## src/rtl/cpu_vid_rx.sv

```systemverilog
`default_nettype none
// ============================================================================
//  Module   : cpu_vid_rx
//  Purpose  : Receiver for the parallel camera-to-CPU pixel bus. Oversamples
//             PCLK/VSYNC/HSYNC/VD on clk, detects PCLK rising edges, frames
//             the pixels through a one-pixel holding buffer and reports line
//             width, line count and framing errors.
//  Ports    : clk, rst            - system clock (>= 4x PCLK), async reset
//             bus_pclk/vsync/hsync/vd - asynchronous camera bus
//             pix_data/valid/sof/eol  - registered pixel stream
//             frame_done, line_width, frame_lines - frame statistics
//             err_width, err_abort    - error pulses
//  Revision : 1.0 - initial release
// ============================================================================
module cpu_vid_rx #(
    parameter int DATA_W      = 14,
    parameter int SYNC_STAGES = 2,
    parameter int CNT_W       = 12
) (
    input  logic              clk,
    input  logic              rst,
    input  logic              bus_pclk,
    input  logic              bus_vsync,
    input  logic              bus_hsync,
    input  logic [DATA_W-1:0] bus_vd,
    output logic [DATA_W-1:0] pix_data,
    output logic              pix_valid,
    output logic              pix_sof,
    output logic              pix_eol,
    output logic              frame_done,
    output logic [CNT_W-1:0]  line_width,
    output logic [CNT_W-1:0]  frame_lines,
    output logic              err_width,
    output logic              err_abort
);

    // Fewer than two synchronizer flops is never safe, so clamp silently.
    localparam int c_STAGES = (SYNC_STAGES < 2) ? 2 : SYNC_STAGES;
    localparam int c_BUS_W  = DATA_W + 3;
    localparam logic [CNT_W-1:0] c_CNT_MAX = '1;

    localparam logic [1:0] c_ST_IDLE   = 2'd0;
    localparam logic [1:0] c_ST_VS     = 2'd1;
    localparam logic [1:0] c_ST_ACTIVE = 2'd2;

    // ------------------------------------------------------------------
    // Input synchronizers: every bus bit goes through the same chain so
    // PCLK, syncs and data are always taken from the same stage.
    // ------------------------------------------------------------------
    logic [c_STAGES-1:0][c_BUS_W-1:0] r_sync;
    logic [c_BUS_W-1:0]               w_bus_in;
    logic [c_BUS_W-1:0]               w_bus_s;
    logic                             w_pclk_s;
    logic                             r_pclk_d;

    assign w_bus_in = {bus_pclk, bus_vsync, bus_hsync, bus_vd};
    assign w_bus_s  = r_sync[c_STAGES-1];
    assign w_pclk_s = w_bus_s[DATA_W+2];

    always_ff @(posedge clk or posedge rst) begin
        if (rst) begin
            r_sync   <= '0;
            r_pclk_d <= 1'b0;
        end else begin
            r_sync   <= {r_sync[c_STAGES-2:0], w_bus_in};
            r_pclk_d <= w_pclk_s;
        end
    end

    // ------------------------------------------------------------------
    // Edge-decode register: the PCLK rising-edge event and the bus fields
    // sampled with it are registered once so the framing logic starts
    // from flops rather than from the edge-detect gate.
    // ------------------------------------------------------------------
    logic              r_evt;
    logic              r_vs;
    logic              r_hs;
    logic [DATA_W-1:0] r_vd;

    always_ff @(posedge clk or posedge rst) begin
        if (rst) begin
            r_evt <= 1'b0;
            r_vs  <= 1'b0;
            r_hs  <= 1'b0;
            r_vd  <= '0;
        end else begin
            r_evt <= w_pclk_s & ~r_pclk_d;
            r_vs  <= w_bus_s[DATA_W+1];
            r_hs  <= w_bus_s[DATA_W];
            r_vd  <= w_bus_s[DATA_W-1:0];
        end
    end

    // ------------------------------------------------------------------
    // Framing state machine with one-pixel holding buffer. A pixel is only
    // emitted once the next edge tells us whether it ended the line.
    // ------------------------------------------------------------------
    logic [1:0]        r_state;
    logic              r_held;
    logic [DATA_W-1:0] r_hold;
    logic              r_sof_pending;
    logic [CNT_W-1:0]  r_col_cnt;
    logic [CNT_W-1:0]  r_line_cnt;
    logic [CNT_W-1:0]  r_ref_width;

    always_ff @(posedge clk or posedge rst) begin
        if (rst) begin
            r_state       <= c_ST_IDLE;
            r_held        <= 1'b0;
            r_hold        <= '0;
            r_sof_pending <= 1'b0;
            r_col_cnt     <= '0;
            r_line_cnt    <= '0;
            r_ref_width   <= '0;
            pix_data      <= '0;
            pix_valid     <= 1'b0;
            pix_sof       <= 1'b0;
            pix_eol       <= 1'b0;
            frame_done    <= 1'b0;
            line_width    <= '0;
            frame_lines   <= '0;
            err_width     <= 1'b0;
            err_abort     <= 1'b0;
        end else begin
            // Strobes and pixel outputs are zero unless emitted this cycle.
            pix_data   <= '0;
            pix_valid  <= 1'b0;
            pix_sof    <= 1'b0;
            pix_eol    <= 1'b0;
            frame_done <= 1'b0;
            err_width  <= 1'b0;
            err_abort  <= 1'b0;

            if (r_evt) begin
                case (r_state)
                    c_ST_IDLE: begin
                        if (r_vs) begin
                            r_state <= c_ST_VS;
                        end
                    end

                    c_ST_VS: begin
                        if (!r_vs) begin
                            r_state       <= c_ST_ACTIVE;
                            r_line_cnt    <= '0;
                            r_col_cnt     <= '0;
                            r_held        <= 1'b0;
                            r_sof_pending <= 1'b1;
                        end
                    end

                    c_ST_ACTIVE: begin
                        if (r_vs) begin
                            // Frame boundary. A held pixel means HSYNC was
                            // still high: flush it as a truncated line and
                            // drop the current vd; no width check.
                            r_state   <= c_ST_VS;
                            r_held    <= 1'b0;
                            r_col_cnt <= '0;
                            if (r_held) begin
                                pix_valid     <= 1'b1;
                                pix_data      <= r_hold;
                                pix_sof       <= r_sof_pending;
                                pix_eol       <= 1'b1;
                                r_sof_pending <= 1'b0;
                                err_abort     <= 1'b1;
                            end else if (r_line_cnt != '0) begin
                                frame_done  <= 1'b1;
                                frame_lines <= r_line_cnt;
                                line_width  <= r_ref_width;
                            end
                        end else if (r_hs) begin
                            if (r_held) begin
                                pix_valid     <= 1'b1;
                                pix_data      <= r_hold;
                                pix_sof       <= r_sof_pending;
                                r_sof_pending <= 1'b0;
                            end
                            r_hold <= r_vd;
                            r_held <= 1'b1;
                            if (r_col_cnt != c_CNT_MAX) begin
                                r_col_cnt <= r_col_cnt + 1'b1;
                            end
                        end else if (r_held) begin
                            // First HSYNC-low edge: the held pixel ends the line.
                            pix_valid     <= 1'b1;
                            pix_data      <= r_hold;
                            pix_sof       <= r_sof_pending;
                            pix_eol       <= 1'b1;
                            r_sof_pending <= 1'b0;
                            r_held        <= 1'b0;
                            r_col_cnt     <= '0;
                            if (r_line_cnt != c_CNT_MAX) begin
                                r_line_cnt <= r_line_cnt + 1'b1;
                            end
                            if (r_line_cnt == '0) begin
                                r_ref_width <= r_col_cnt;
                            end else if (r_col_cnt != r_ref_width) begin
                                err_width <= 1'b1;
                            end
                        end
                    end

                    default: begin
                        r_state <= c_ST_IDLE;
                    end
                endcase
            end
        end
    end

endmodule
`default_nettype wire

```

## config.mk

```make
export PLATFORM = sky130hd
export DESIGN_NAME = cpu_vid_rx
export DESIGN_NICKNAME = d
export VERILOG_FILES = /design/src/rtl/cpu_vid_rx.sv
export SDC_FILE = /design/constraint.sdc
export NUM_CORES = 1
export LEC_CHECK = 0
export BUFFER_PORTS_ARGS = -buffer_cell sky130_fd_sc_hd__buf_2
export CAP_MARGIN = 20
export CELL_PAD_IN_SITES_DETAIL_PLACEMENT = 0
export CELL_PAD_IN_SITES_GLOBAL_PLACEMENT = 1
export CORE_MARGIN = 2
export CORE_UTILIZATION = 52
export CTS_CLUSTER_DIAMETER = 150
export CTS_CLUSTER_SIZE = 8
export DETAILED_ROUTE_END_ITERATION = 8
export GPL_TIMING_DRIVEN = 0
export PLACE_DENSITY_LB_ADDON = 0.1
export SYNTH_ARGS = -nofsm -noshare
export SYNTH_HDL_FRONTEND = slang
export SYNTH_SLANG_ARGS = --single-unit
```

## constraint.sdc

```tcl
create_clock -name clk -period 9 [get_ports clk]
set_input_delay 0.9 -clock clk [delete_from_list [all_inputs] [get_ports clk]]
set_output_delay 0.9 -clock clk [all_outputs]
set_load 0.05 [all_outputs]
```

* Word level (Yosys, flattened, before mapping)
Cells that the tools add are included.
** Cells by class
- Reductions and logical operators :: 13
- Add/sub/neg operators :: 2
- Eq/ne operators :: 13
- Muxes and demuxes :: 49
- Bitwise operators :: 5
** Operator list (number)
- two-way mux 12 bit :: 9
- one-hot mux 12 bit (2 select lines) :: 2
- two-way mux 14 bit :: 3
- two-way mux 1 bit :: 30
- adder 12 x 1 -> 12 bit (second input constant) :: 2
- != test 12 bit (second input constant) :: 2
- logical NOT 12 bit :: 1
- != test 12 bit :: 1
- nonzero test 12 bit :: 1
- != test 2 bit (second input constant) :: 5
- AND reduction 5 bit :: 2
- != test 4 bit (second input constant) :: 2
- AND reduction 4 bit :: 2
- AND reduction 7 bit :: 1
- AND reduction 3 bit :: 2
- AND reduction 6 bit :: 1
- two-way mux 2 bit :: 2
- inverter 1 bit :: 4
- one-hot mux 1 bit (2 select lines) :: 2
- one-hot mux 2 bit (2 select lines) :: 1
- == test 2 x 1 -> 1 bit (second input constant) :: 1
- == test 2 bit (second input constant) :: 1
- logical NOT 2 bit :: 1
- != test 2 x 1 -> 1 bit (second input constant) :: 1
- 3 further kinds :: 3
** Storage, ports and cells
- Output and inout bits :: 44
- Flip-flop bits (word level) :: 150
- Bits of input ports :: 19
- Logic and storage cells :: 105

* Logic depth before layout (Yosys ltp)
Gate-level depths: netlist of run 1.
- Word-level depth :: 8
- Gate-level depth with buffers :: 6
- Mapped depth without buffers :: 5

* Worst setup path before layout of run 1
Ideal clock, no wire load.
- Path type :: flip-flop to flip-flop
- Start :: reg r_line_cnt[2]
- End :: reg r_ref_width[0]
- Path buffers :: 1
- Arrival :: 1.633 ns
- Clock period less this slack :: 1.758 ns
- Cell stages (with the launch flop) :: 6
- Setup slack :: 7.242 ns
- Library setup time :: 0.125 ns
- Data required time :: 8.875 ns
- Path through :: dfrtp_1 nor4_2 nand4_2 nor4_4 buf_8 mux2_4
** Between the ends
- Word-level cells in the longest chain between the ends :: 2
** RTL lines
- start: declaration :: line 103 : logic [CNT_W-1:0] r_line_cnt;
- start signal: assignment :: line 194 : r_line_cnt <= r_line_cnt + 1'b1;
- logical NOT 12 bit :: line 196 : if (r_line_cnt == '0) begin
- AND reduction 6 bit (no line)
- end signal: assignment :: line 197 : r_ref_width <= r_col_cnt;
- end: declaration :: line 104 : logic [CNT_W-1:0] r_ref_width;
No other way between the ends.
A chain may end at the register's enable or synchronous reset.

* Worst setup path after layout of run 1
- Start :: reg pix_sof
- End :: out pix_sof
** RTL lines
- start: declaration :: line 28 : output logic pix_sof,
- start signal: assignment :: line 163 : pix_sof <= r_sof_pending;
- start signal: assignment :: line 176 : pix_sof <= r_sof_pending;
- start signal: assignment :: line 188 : pix_sof <= r_sof_pending;
No word-level cell between the ends.

==> results of run 1 <==
## stage by stage
step                      hold WS, ns  total power, mW  worst slack, ns
after floorplan                0.3312           0.7783            4.064
after global placement         0.3314           0.7951            2.636
after detailed placement       0.3347           0.8000            7.065
after CTS                      0.3484            1.433            6.907
after global routing           0.3484            1.472            6.893
final                          0.3463            1.414            6.934
## routing by layer
layer,vias up,share of wire
met5,-,0
met3,23,0.043
met1,1730,0.48
met4,0,0.026
met2,84,0.45
li1,1663,-
## layout by cell type (no fill, tap or decap), types with 6 or more instances in the layout
master	Yosys	layout
nor2_1	9	9
o21ai_0	19	19
and3_1	8	8
and2_1	18	18
nand4_1	9	9
clkbuf_16	0	16
mux2_4	10	10
nand2_1	6	6
nand3_1	15	15
xor2_1	15	15
clkbuf_1	7	7
dfrtp_1	150	150
inv_1	9	8
o31ai_1	15	15
nor2b_1	6	6
mux2_2	38	38
buf_2	6	68
## sequential cells by signal (all words and copies together), names as in the netlist
name           flops
frame_lines       12
err_abort          1
err_width          1
pix_valid          1
r_sync            17
r_state            2
r_held             1
w_bus_s           17
r_hs               1
pix_sof            1
r_line_cnt        12
line_width        12
r_vs               1
r_pclk_d           1
r_sof_pending      1
r_ref_width       12
r_evt              1
r_col_cnt         12
pix_eol            1
pix_data          14
frame_done         1
r_vd              14
r_hold            14
## power by group through the flow
stage | sequential [mW] | clock (mW) | combinational (mW)
2_1_floorplan | 0.730 | 0 | 0.0481
3_3_place_gp | 0.733 | 0 | 0.0618
3_5_place_dp | 0.734 | 0 | 0.0657
4_1_cts | 0.722 | 0.645 | 0.0658
5_1_grt | 0.726 | 0.674 | 0.0728
6_report | 0.722 | 0.628 | 0.0638
## final timing paths
kind	to	slack [ns]	cells past startpoint
hold reg to reg	r_vd[1]	0.35	0
min in group asynchronous	line_width[5]	0.46	2
setup reg to reg	r_ref_width[0]	7.06	5
hold / removal	r_vd[1]	0.35	0
max in group asynchronous	pix_data[5]	7.74	3
setup / recovery	pix_sof	6.93	1
## area by class of cell
cell class                 count  area share
buffer                        21     0.01716
clock buffer                  19     0.06444
clock inverter                 9     0.01205
inverter                       9    0.005659
multi-input combinational    236      0.2782
sequential                   150      0.5476
tap                          140     0.02556
timing repair buffer          63     0.04929
## kinds of logic after synthesis
logic type | count (synthesis)
flops | 150
xor+xnor | 15
simple gates | 106
compound gates | 60
mux | 52
fa+ha+maj | 3
buf+inv | 30
==> impl_results.md, run 1 <==
* Status: finished clean
* Vias in the first global route at 3273
* Internal power at 1.106 mW
* Largest family of logic cells by synthesized area: simple AND/OR/NAND/NOR gates
* Clock group share of total power at 0.444
* Vias post-DR at 3500
* GR Util met1 at 0.2661
* Sw power at 0.3078 mW
* Register area share after synthesis at 0.6459
* Storage element area at 3754 sq um
* First-pass GRT wire length at 16400 microns
* Reg power frac at 0.511
* Critical Path Max Stage Delay at 0.37 ns
* Row count at 38
* Crit path capture type: output port
* Initial antenna violation count at 0
* Initial Util at 0.5338
* Final ANT Viol Nets at 0
* Final Skew at 0.005607 ns
* Simple logic cell fraction of the synthesized area at 0.1240
* Crit-path max FO at 1
* EDFF count, synth at 0
* Final Non-Filler Cells at 647
* # DRC at 0
* Fmax at 0.4840 GHz
* Area of the multi-input gates at 1907 sq um
* GPL Wtd Cong at 0.8735
* PwrDens at 206.2 nW/um^2
* Critical path startpoint: pix_sof
* Post-synth ARST share at 1.000
* Min cycle time layout at 2.066 ns
* Worst hold path class: reg -> reg
* Buffers on Ports at 62
* Num Clock Sinks at 150
* Share of cells above drive strength 1 at 0.3333
* Comb pwr share at 0.045
* Routing usage on met2 at 0.2522
* IO Pins at 63
* Critical path arrival at 1.17 ns
* TritonCTS buffer count at 17
* Cell family with most CP delay: flip-flops
* Finished Cell Area at 6854 sq um
* Most used flip-flop cell after synthesis: dfrtp_1
* Busiest grt layer: met1
* Routed WL per cell at 15.08 microns
* Die span in y at 109.7 microns
* Top post-synthesis cells by area: dfrtp_1, mux2_2, mux2_4
* Placed cell areas at 6330 sq um
* Finished Core Util at 0.6295
* Filler instances at 841
* Critical setup path kind: reg -> out
* Mapped Nets at 438
* Hold path startpoint: w_bus_s[1]
* Worst r2r src: r_line_cnt[2]
* Area share of the largest cell type after synthesis at 0.6459
* Reg clk slew, reported paths at 0.06 ns
* Die Wd at 109.7 microns
* Fin nets at 520
* Final hold viol count at 0
* ANT cells at 0
* Max Root-Sink Buffers at 2
* Setup violations, final at 0
* 1st-iter DRT viols at 150
* Critical path buffers and inverters at 1
* Post-CTS setup buffers at 0
* Synth Register Bits at 150
* CTS root buf: clkbuf_8
* Yosys Warn Count at 0
* Via density per instance at 5.410
* Cells after Synth at 416
* Avg Cell Area, Syn at 13.97 sq um
* CP max-delay cell: dfrtp_1
* RSZ-0062 raised after global routing: false
* M3 GR Usage at 0.05039
* Total GRT Usage at 0.1833
* Max capacitance violation total at 0
* Top cells by count, synth: dfrtp_1, mux2_2, o21ai_0
* Xor and xnor area share after synthesis at 0.02260
* Post-synthesis adder-cell area fraction at 0.006459
* Cts repair resizes at 0
* Worst Tran Pin Value at 0.6390 ns
* Mux cell area share after synthesis at 0.1068
* Total Neg Setup Slack at 0 ns
* GRT overflow at 0
* Pleak at 3.459 nW
* H-tree levels at 4
* Crit path cell chain: buf_2
* Worst skew pair latency at 0.53 ns
* Switch share at 0.2177
* Worst VDD drop at 162.5 uV
* CP required at 8.10 ns
* Routed WL at 9755 microns
* Largest net degree at the start of global routing at 82
* Slew Limit Fails at 0
* Max-slew headroom at 0.5740
* Period utilization at 0.2295
* Compound-gate portion of the synthesized area at 0.06825
* Area leader, netlist: dfrtp_1
* Mapped cell area at 5812 sq um
* Hold-fix buffer count after cts at 0
* Layout area overhead at 17.93%
* Critical path launch point type: register
* Drt pass-1 iters at 4
* Die area at 12040 sq um
* Netlist cell types at 53
* Top-count cell post-synth: dfrtp_1
* Core area at 10890 sq um
* CTS tree: yes
* Placed Cells at 619
* Detailed Place HPWL at 6438 microns
(Power assumes the default switching activity.)
==> run 2, diff against run 1 <==
- CORE_UTILIZATION: 52 -> 48
- clock period: 9 -> 2 ns (I/O delays scaled with it)
==> impl_results.md, run 2 (synthesis gave the netlist of run 1 again) <==
* Buffers on Ports at 62 (unchanged)
* Filler instances at 957 (was 841)
* Final hold viol count at 0 (unchanged)
* Setup violations, final at 0 (unchanged)
* H-tree levels at 4 (unchanged)
* Fin nets at 546 (was 520)
* Routed WL at 10210 microns (was 9755 microns)
* Crit path capture type: register (was output port)
* Commonest non-fill, non-tap cell in the layout: dfrtp_1 (unchanged)
* Final ANT Viol Nets at 0 (unchanged)
* CP required at 2.30 ns (was 8.10 ns)
* Initial antenna violation count at 0 (unchanged)
* ANT cells at 0 (unchanged)
* Worst skew pair latency at 0.42 ns (was 0.53 ns)
* CTS root buf: clkbuf_16 (was clkbuf_8)
* Reg clk slew, reported paths at 0.06 ns (about the same)
* Via density per instance at 5.189 (was 5.410)
* Drt pass-1 iters at 4 (unchanged)
* Worst hold path class: reg -> reg (unchanged)
* Critical path launch point type: register (unchanged)
* Die area at 13000 sq um (was 12040 sq um)
* Power Total at 6.573 mW (was 1.414 mW)
* Core area at 11910 sq um (was 10890 sq um)
* Hold WS at 0.3473 ns (was 0.3463 ns)
* Max-slew headroom at 0.5806 (was 0.5740)
* TritonCTS buffer count at 17 (unchanged)
* Total GRT Usage at 0.1683 (was 0.1833)
* CTS tree: yes (unchanged)
* Layout area overhead at 23.92% (was 17.93%)
* Die Wd at 114.0 microns (was 109.7 microns)
* GPL Wtd Cong at 0.8548 (was 0.8735)
* Crit-path max FO at 6 (was 1)
* Most frequent cells in the layout: dfrtp_1, buf_2, mux2_2, o21ai_0 (was dfrtp_1, buf_2, mux2_2, o21ai_0, and2_1)
* Row count at 40 (was 38)
* Largest net degree at the start of global routing at 46 (was 82)
* Vias in the first global route at 3410 (was 3273)
* # DRC at 0 (unchanged)
* First-pass GRT wire length at 16790 microns (was 16400 microns)
* Worst Tran Pin Value at 0.6278 ns (was 0.6390 ns)
* Worst VDD drop at 711.6 uV (was 162.5 uV)
* Die span in y at 114.0 microns (was 109.7 microns)
* PwrDens at 912.7 nW/um^2 (was 206.2 nW/um^2)
* Fmax at 0.5146 GHz
* GRT overflow at 0 (unchanged)
* Critical path arrival at 2.24 ns (was 1.17 ns)
* Slew Limit Fails at 0 (unchanged)
* Routed WL per cell at 14.93 microns (was 15.08 microns)
* Vias post-DR at 3549 (was 3500)
* Placed Cells at 628 (was 619)
* Min cycle time layout at 1.943 ns
* Pleak at 3.581 nW (was 3.459 nW)
* Num Clock Sinks at 150 (unchanged)
* Status: finished clean (unchanged)
* Max capacitance violation total at 0 (unchanged)
* Finished Core Util at 0.6046 (was 0.6295)
* Period utilization at 0.9716
* Share of cells above drive strength 1 at 0.3445 (was 0.3333)
* Max Root-Sink Buffers at 2 (unchanged)
* Final Non-Filler Cells at 684 (was 647)
* Final Skew at 0.008276 ns (was 0.005607 ns)
* IO Pins at 63 (unchanged)
* Initial Util at 0.4879 (was 0.5338)
* Critical setup path kind: reg -> reg (was reg -> out)
* Detailed Place HPWL at 6562 microns (was 6438 microns)
* 1st-iter DRT viols at 187 (was 150)
run 2: cell types whose count changed in the layout (fill, tap and decap cells not counted), moves of 4 or more:
cell	before	now
buf_4	5	10
clkinv_2	4	0
clkinvlp_4	2	8
dfrtp_1	150	144
dfrtp_2	0	6
dlygate4sd3_1	0	18
run 2: timing repair:
action	CTS	global route
hold endpoints to repair	40	0
buffers inserted	0	5
setup endpoints to repair	0	29
resized for setup	0	8
hold buffers	18	0
run 2: path summary, 6_finish.rpt:
check,depth (start not counted),start,to,slack [ns]
setup / recovery,6,r_line_cnt[6],r_ref_width[8],0.06
hold reg to reg,0,r_sync[12],w_bus_s[12],0.35
max in group asynchronous,4,rst,r_line_cnt[6],0.96
min in group asynchronous,3,rst,r_line_cnt[7],0.42
setup reg to reg,6,r_line_cnt[6],r_ref_width[8],0.06
hold / removal,0,r_sync[12],w_bus_s[12],0.35
run 2: final cells by class:
cell class / instances / area (sq um) / share of cell area
Buffer: 21 / 117.6 / 0.01633
Clock buffer: 20 / 446.7 / 0.06202
Clock inverter: 12 / 117.6 / 0.01633
Inverter: 9 / 37.54 / 0.005212
Multi-Input combinational cell: 236 / 1924 / 0.2672
Sequential cell: 150 / 3761 / 0.5222
Tap cell: 147 / 183.9 / 0.02554
Timing Repair Buffer: 89 / 613.1 / 0.08513
run 2: critical path, cell delays in order (launching register included):
cell and delay (ns):
dfrtp_2 0.46, nor4_4 0.30, nand4_2 0.19, nor4_4 0.24
buf_4 0.19, clkbuf_16 0.15, mux2_4 0.29
run 2: routing by layer:
metal	track usage	routed length, microns	up-vias
met5	0	0	-
met4	0.07886	136	0
met3	0.04835	374	11
met2	0.2452	4594	82
met1	0.2343	5105	1753
li1	-	-	1703
run 2: metrics by stage:
| step | worst slack [ns] | TNS, ns | instance area, sq um |
|---|---|---|---|
| after floorplan | -0.08897 | -13.35 | 5816 |
| after global placement | -0.9612 | -142.65 | 6310 |
| after detailed placement | 0.06402 | 0 | 6370 |
| after CTS | 0.03306 | 0 | 7114 |
| after global routing | -0.003372 | -0.01231 | 7202 |
| final | 0.05674 | 0 | 7202 |
run 2: report_power, final:
group	total (mW)	leakage (nW)	internal [mW]	switching, mW
sequential	3.25	1.96	3.17	0.0773
clock	3.00	0.252	1.76	1.24
combinational	0.323	1.37	0.156	0.167
==> run 3, diff against run 2 <==
- ABC_AREA: not set -> 1
- CORE_UTILIZATION: 48 -> 45
==> impl_results.md, run 3 <==
* Cts repair resizes at 0 (unchanged)
* Mapped Nets at 619 (was 438)
* GRT overflow at 0 (unchanged)
* RSZ-0062 raised after global routing: false
* Num Clock Sinks at 150 (unchanged)
* Final Non-Filler Cells at 884 (was 684)
* Register area share after synthesis at 0.6408 (was 0.6459)
* Crit path cell chain: inv_1, ha_1, nand3_1, nor3_2, nand3_2, buf_2, nand2_1, o21ai_0 (was nor4_4, nand4_2, nor4_4, buf_4, clkbuf_16, mux2_4)
* Status: finished clean (unchanged)
* First-pass GRT wire length at 19430 microns (was 16790 microns)
* Mapped cell area at 5858 sq um (was 5812 sq um)
* Yosys Warn Count at 0 (unchanged)
* Via density per instance at 4.636 (was 5.189)
* Crit path capture type: register (unchanged)
* Hold path startpoint: r_sync[0] (was r_sync[12])
* Critical path launch point type: register (unchanged)
* Most used flip-flop cell after synthesis: dfrtp_1 (unchanged)
* Final Skew at 0.006344 ns (was 0.008276 ns)
* Netlist cell types at 28 (was 53)
* Worst skew pair latency at 0.42 ns (about the same)
* Worst R2R Path Depth at 8 (was 6)
* EDFF count, synth at 0 (unchanged)
* Cells after Synth at 597 (was 416)
* Comb pwr share at 0.091 (was 0.049)
* Area leader, netlist: dfrtp_1 (unchanged)
* Routed WL per cell at 13.02 microns (was 14.93 microns)
* Min cycle time layout at 1.793 ns (was 1.943 ns)
* Total Neg Setup Slack at 0 ns (unchanged)
* Avg Cell Area, Syn at 9.813 sq um (was 13.97 sq um)
* Sw power at 1.716 mW (was 1.489 mW)
* Largest net degree at the start of global routing at 42 (was 46)
* Max Root-Sink Buffers at 2 (unchanged)
* 1st-iter DRT viols at 276 (was 187)
* TritonCTS buffer count at 17 (unchanged)
* Layout area overhead at 22.90% (was 23.92%)
* Top cells by count, synth: nand2_1, dfrtp_1, inv_1 (was dfrtp_1, mux2_2, o21ai_0)
* Buffers on Ports at 62 (unchanged)
* Die area at 13950 sq um (was 13000 sq um)
* CP required at 2.29 ns (was 2.30 ns)
* Crit-path max FO at 10 (was 6)
* Reg clk slew, reported paths at 0.06 ns (about the same)
* Core area at 12670 sq um (was 11910 sq um)
* Placed Cells at 834 (was 628)
* # DRC at 0 (unchanged)
* Worst VDD drop at 597.8 uV (was 711.6 uV)
* Post-synth ARST share at 1.000 (unchanged)
* Period utilization at 0.8966 (was 0.9716)
* Share of cells above drive strength 1 at 0.1966 (was 0.3445)
* Fin nets at 721 (was 546)
* Detailed Place HPWL at 7971 microns (was 6562 microns)
* Pre-CTS setup slack at 0.1907 ns (was 0.06402 ns)
* Internal power at 5.256 mW (was 5.084 mW)
* Top post-synthesis cells by area: dfrtp_1, nand2_1, inv_1 (was dfrtp_1, mux2_2, mux2_4)
* Cell count of the worst hold path at 0 (unchanged)
* Top-count cell post-synth: nand2_1 (was dfrtp_1)
* Hold WS at 0.3464 ns (was 0.3473 ns)
* Finished Core Util at 0.5682 (was 0.6046)
* Routed WL at 11510 microns (was 10210 microns)
* ANT cells at 0 (unchanged)
* R2R setup slack at 0.21 ns (was 0.06 ns)
* Die Wd at 118.1 microns (was 114.0 microns)
* Placed cell areas at 6447 sq um (was 6370 sq um)
* Setup violations, final at 0 (unchanged)
* Switch share at 0.2462 (was 0.2266)
* Worst reg2reg path endpoint: r_ref_width[4] (was r_ref_width[8])
* IO Pins at 63 (unchanged)
* Power Total at 6.972 mW (was 6.573 mW)
* Clock group share of total power at 0.434 (was 0.457)
* Worst Hold Path EP: w_bus_s[0] (was w_bus_s[12])
* Hold-fix buffer count after cts at 18 (unchanged)
* Finished Cell Area at 7199 sq um (was 7202 sq um)
* Worst Tran Pin Value at 0.7906 ns (was 0.6278 ns)
* Vias in the first global route at 3980 (was 3410)
* Initial antenna violation count at 0 (unchanged)
* Most frequent cells in the layout: nand2_1, dfrtp_1, buf_2, inv_1, nor2_1 (was dfrtp_1, buf_2, mux2_2, o21ai_0)
* CTS root buf: clkbuf_16 (unchanged)
* Synth Register Bits at 150 (unchanged)
* Pleak at 3.596 nW (was 3.581 nW)
* Post-CTS setup buffers at 0 (unchanged)
* Max-slew headroom at 0.4718 (was 0.5806)
* Initial Util at 0.4623 (was 0.4879)
* CTS tree: yes (unchanged)
* Area share of the largest cell type after synthesis at 0.6408 (was 0.6459)
* Commonest non-fill, non-tap cell in the layout: nand2_1 (was dfrtp_1)
* Worst r2r src: r_line_cnt[1] (was r_line_cnt[6])
* Row count at 41 (was 40)
* Die span in y at 118.1 microns (was 114.0 microns)
* Filler instances at 1140 (was 957)
* Max capacitance violation total at 0 (unchanged)
* Reg power frac at 0.475 (was 0.494)
* H-tree levels at 4 (unchanged)
* Total GRT Usage at 0.1781 (was 0.1683)
* Setup ws final at 0.2068 ns (was 0.05674 ns)
* Worst hold path class: reg -> reg (unchanged)
* Final ANT Viol Nets at 0 (unchanged)
* Final hold viol count at 0 (unchanged)
* Vias post-DR at 4098 (was 3549)
* GPL Wtd Cong at 0.8273 (was 0.8548)
* Fmax at 0.5577 GHz (was 0.5146 GHz)
* CP max-delay cell: dfrtp_1 (was dfrtp_2)
* Slew Limit Fails at 0 (unchanged)
* Critical path arrival at 2.09 ns (was 2.24 ns)
* Critical setup path kind: reg -> reg (unchanged)
* PwrDens at 968.4 nW/um^2 (was 912.7 nW/um^2)
* Drt pass-1 iters at 4 (unchanged)
* Critical Path Max Stage Delay at 0.41 ns (was 0.46 ns)
==> run 3: cell types whose count changed after synthesis, sizes merged, moves of 8 or more <==
| cell | change |
|---|---|
| xnor2 | +9 |
| o21ai | +31 |
| nand2 | +168 |
| o31ai | -15 |
| nor4 | -9 |
| and3 | -8 |
| nand3 | +26 |
| mux2 | -50 |
| nor2 | +49 |
| and2 | -18 |
| nand4 | -8 |
| inv | +54 |
==> run 3: power by group through the flow <==
stage,Sequential [mW],Clock [mW],Combinational [mW]
3_3_place_gp,3.36,0,0.587
3_5_place_dp,3.36,0,0.615
5_1_grt,3.32,3.25,0.726
6_report,3.31,3.03,0.636
4_1_cts,3.31,3.10,0.647
2_1_floorplan,3.35,0,0.444
==> run 3: area by class of cell <==
type	count	area, sq um	share of cell area
Sequential cell	150	3754	0.5214
Multi-Input combinational cell	367	1743	0.2421
Timing Repair Buffer	83	550.5	0.07647
Clock buffer	23	478.0	0.06639
Inverter	63	240.2	0.03337
Tap cell	172	215.2	0.02989
Buffer	17	125.1	0.01738
Clock inverter	9	93.84	0.01303
==> run 3: layer usage <==
layer | vias up | part of all wire | GRT usage
li1 | 2065 | - | -
met1 | 1948 | 0.46 | 0.2325
met2 | 61 | 0.48 | 0.2800
met3 | 24 | 0.036 | 0.04700
met4 | 0 | 0.023 | 0.07907
met5 | - | 0 | 0
==> run 3: cell families (layout without fill, tap and decap cells) <==
| kind of cell | Yosys count | count (layout) | synth area share |
|---|---|---|---|
| flops | 150 | 150 | 0.6408 |
| buf+inv | 80 | 195 | 0.06172 |
| xor+xnor | 17 | 17 | 0.02542 |
| compound gates | 55 | 55 | 0.05062 |
| simple gates | 292 | 292 | 0.2151 |
| fa+ha+maj | 3 | 3 | 0.006408 |
==> run 3: critical path: cells and delay by family (launching register included) <==
family	cells	cell delay, ns
compound gates	1	0.08
fa+ha+maj	1	0.14
buf+inv	2	0.33
flops	1	0.41
simple gates	4	0.70
==> run 3: worst max-delay path by stage <==
stage                        startpoint        endpoint  slack (ns)
after floorplan                     rst       err_abort       -0.09
after global placement              rst      frame_done       -0.94
after detailed placement           r_vs      r_hold[13]        0.19
after CTS                          r_vs      r_hold[13]        0.18
after global routing         r_state[0]      r_hold[13]        0.03
final                     r_line_cnt[1]  r_ref_width[4]        0.21
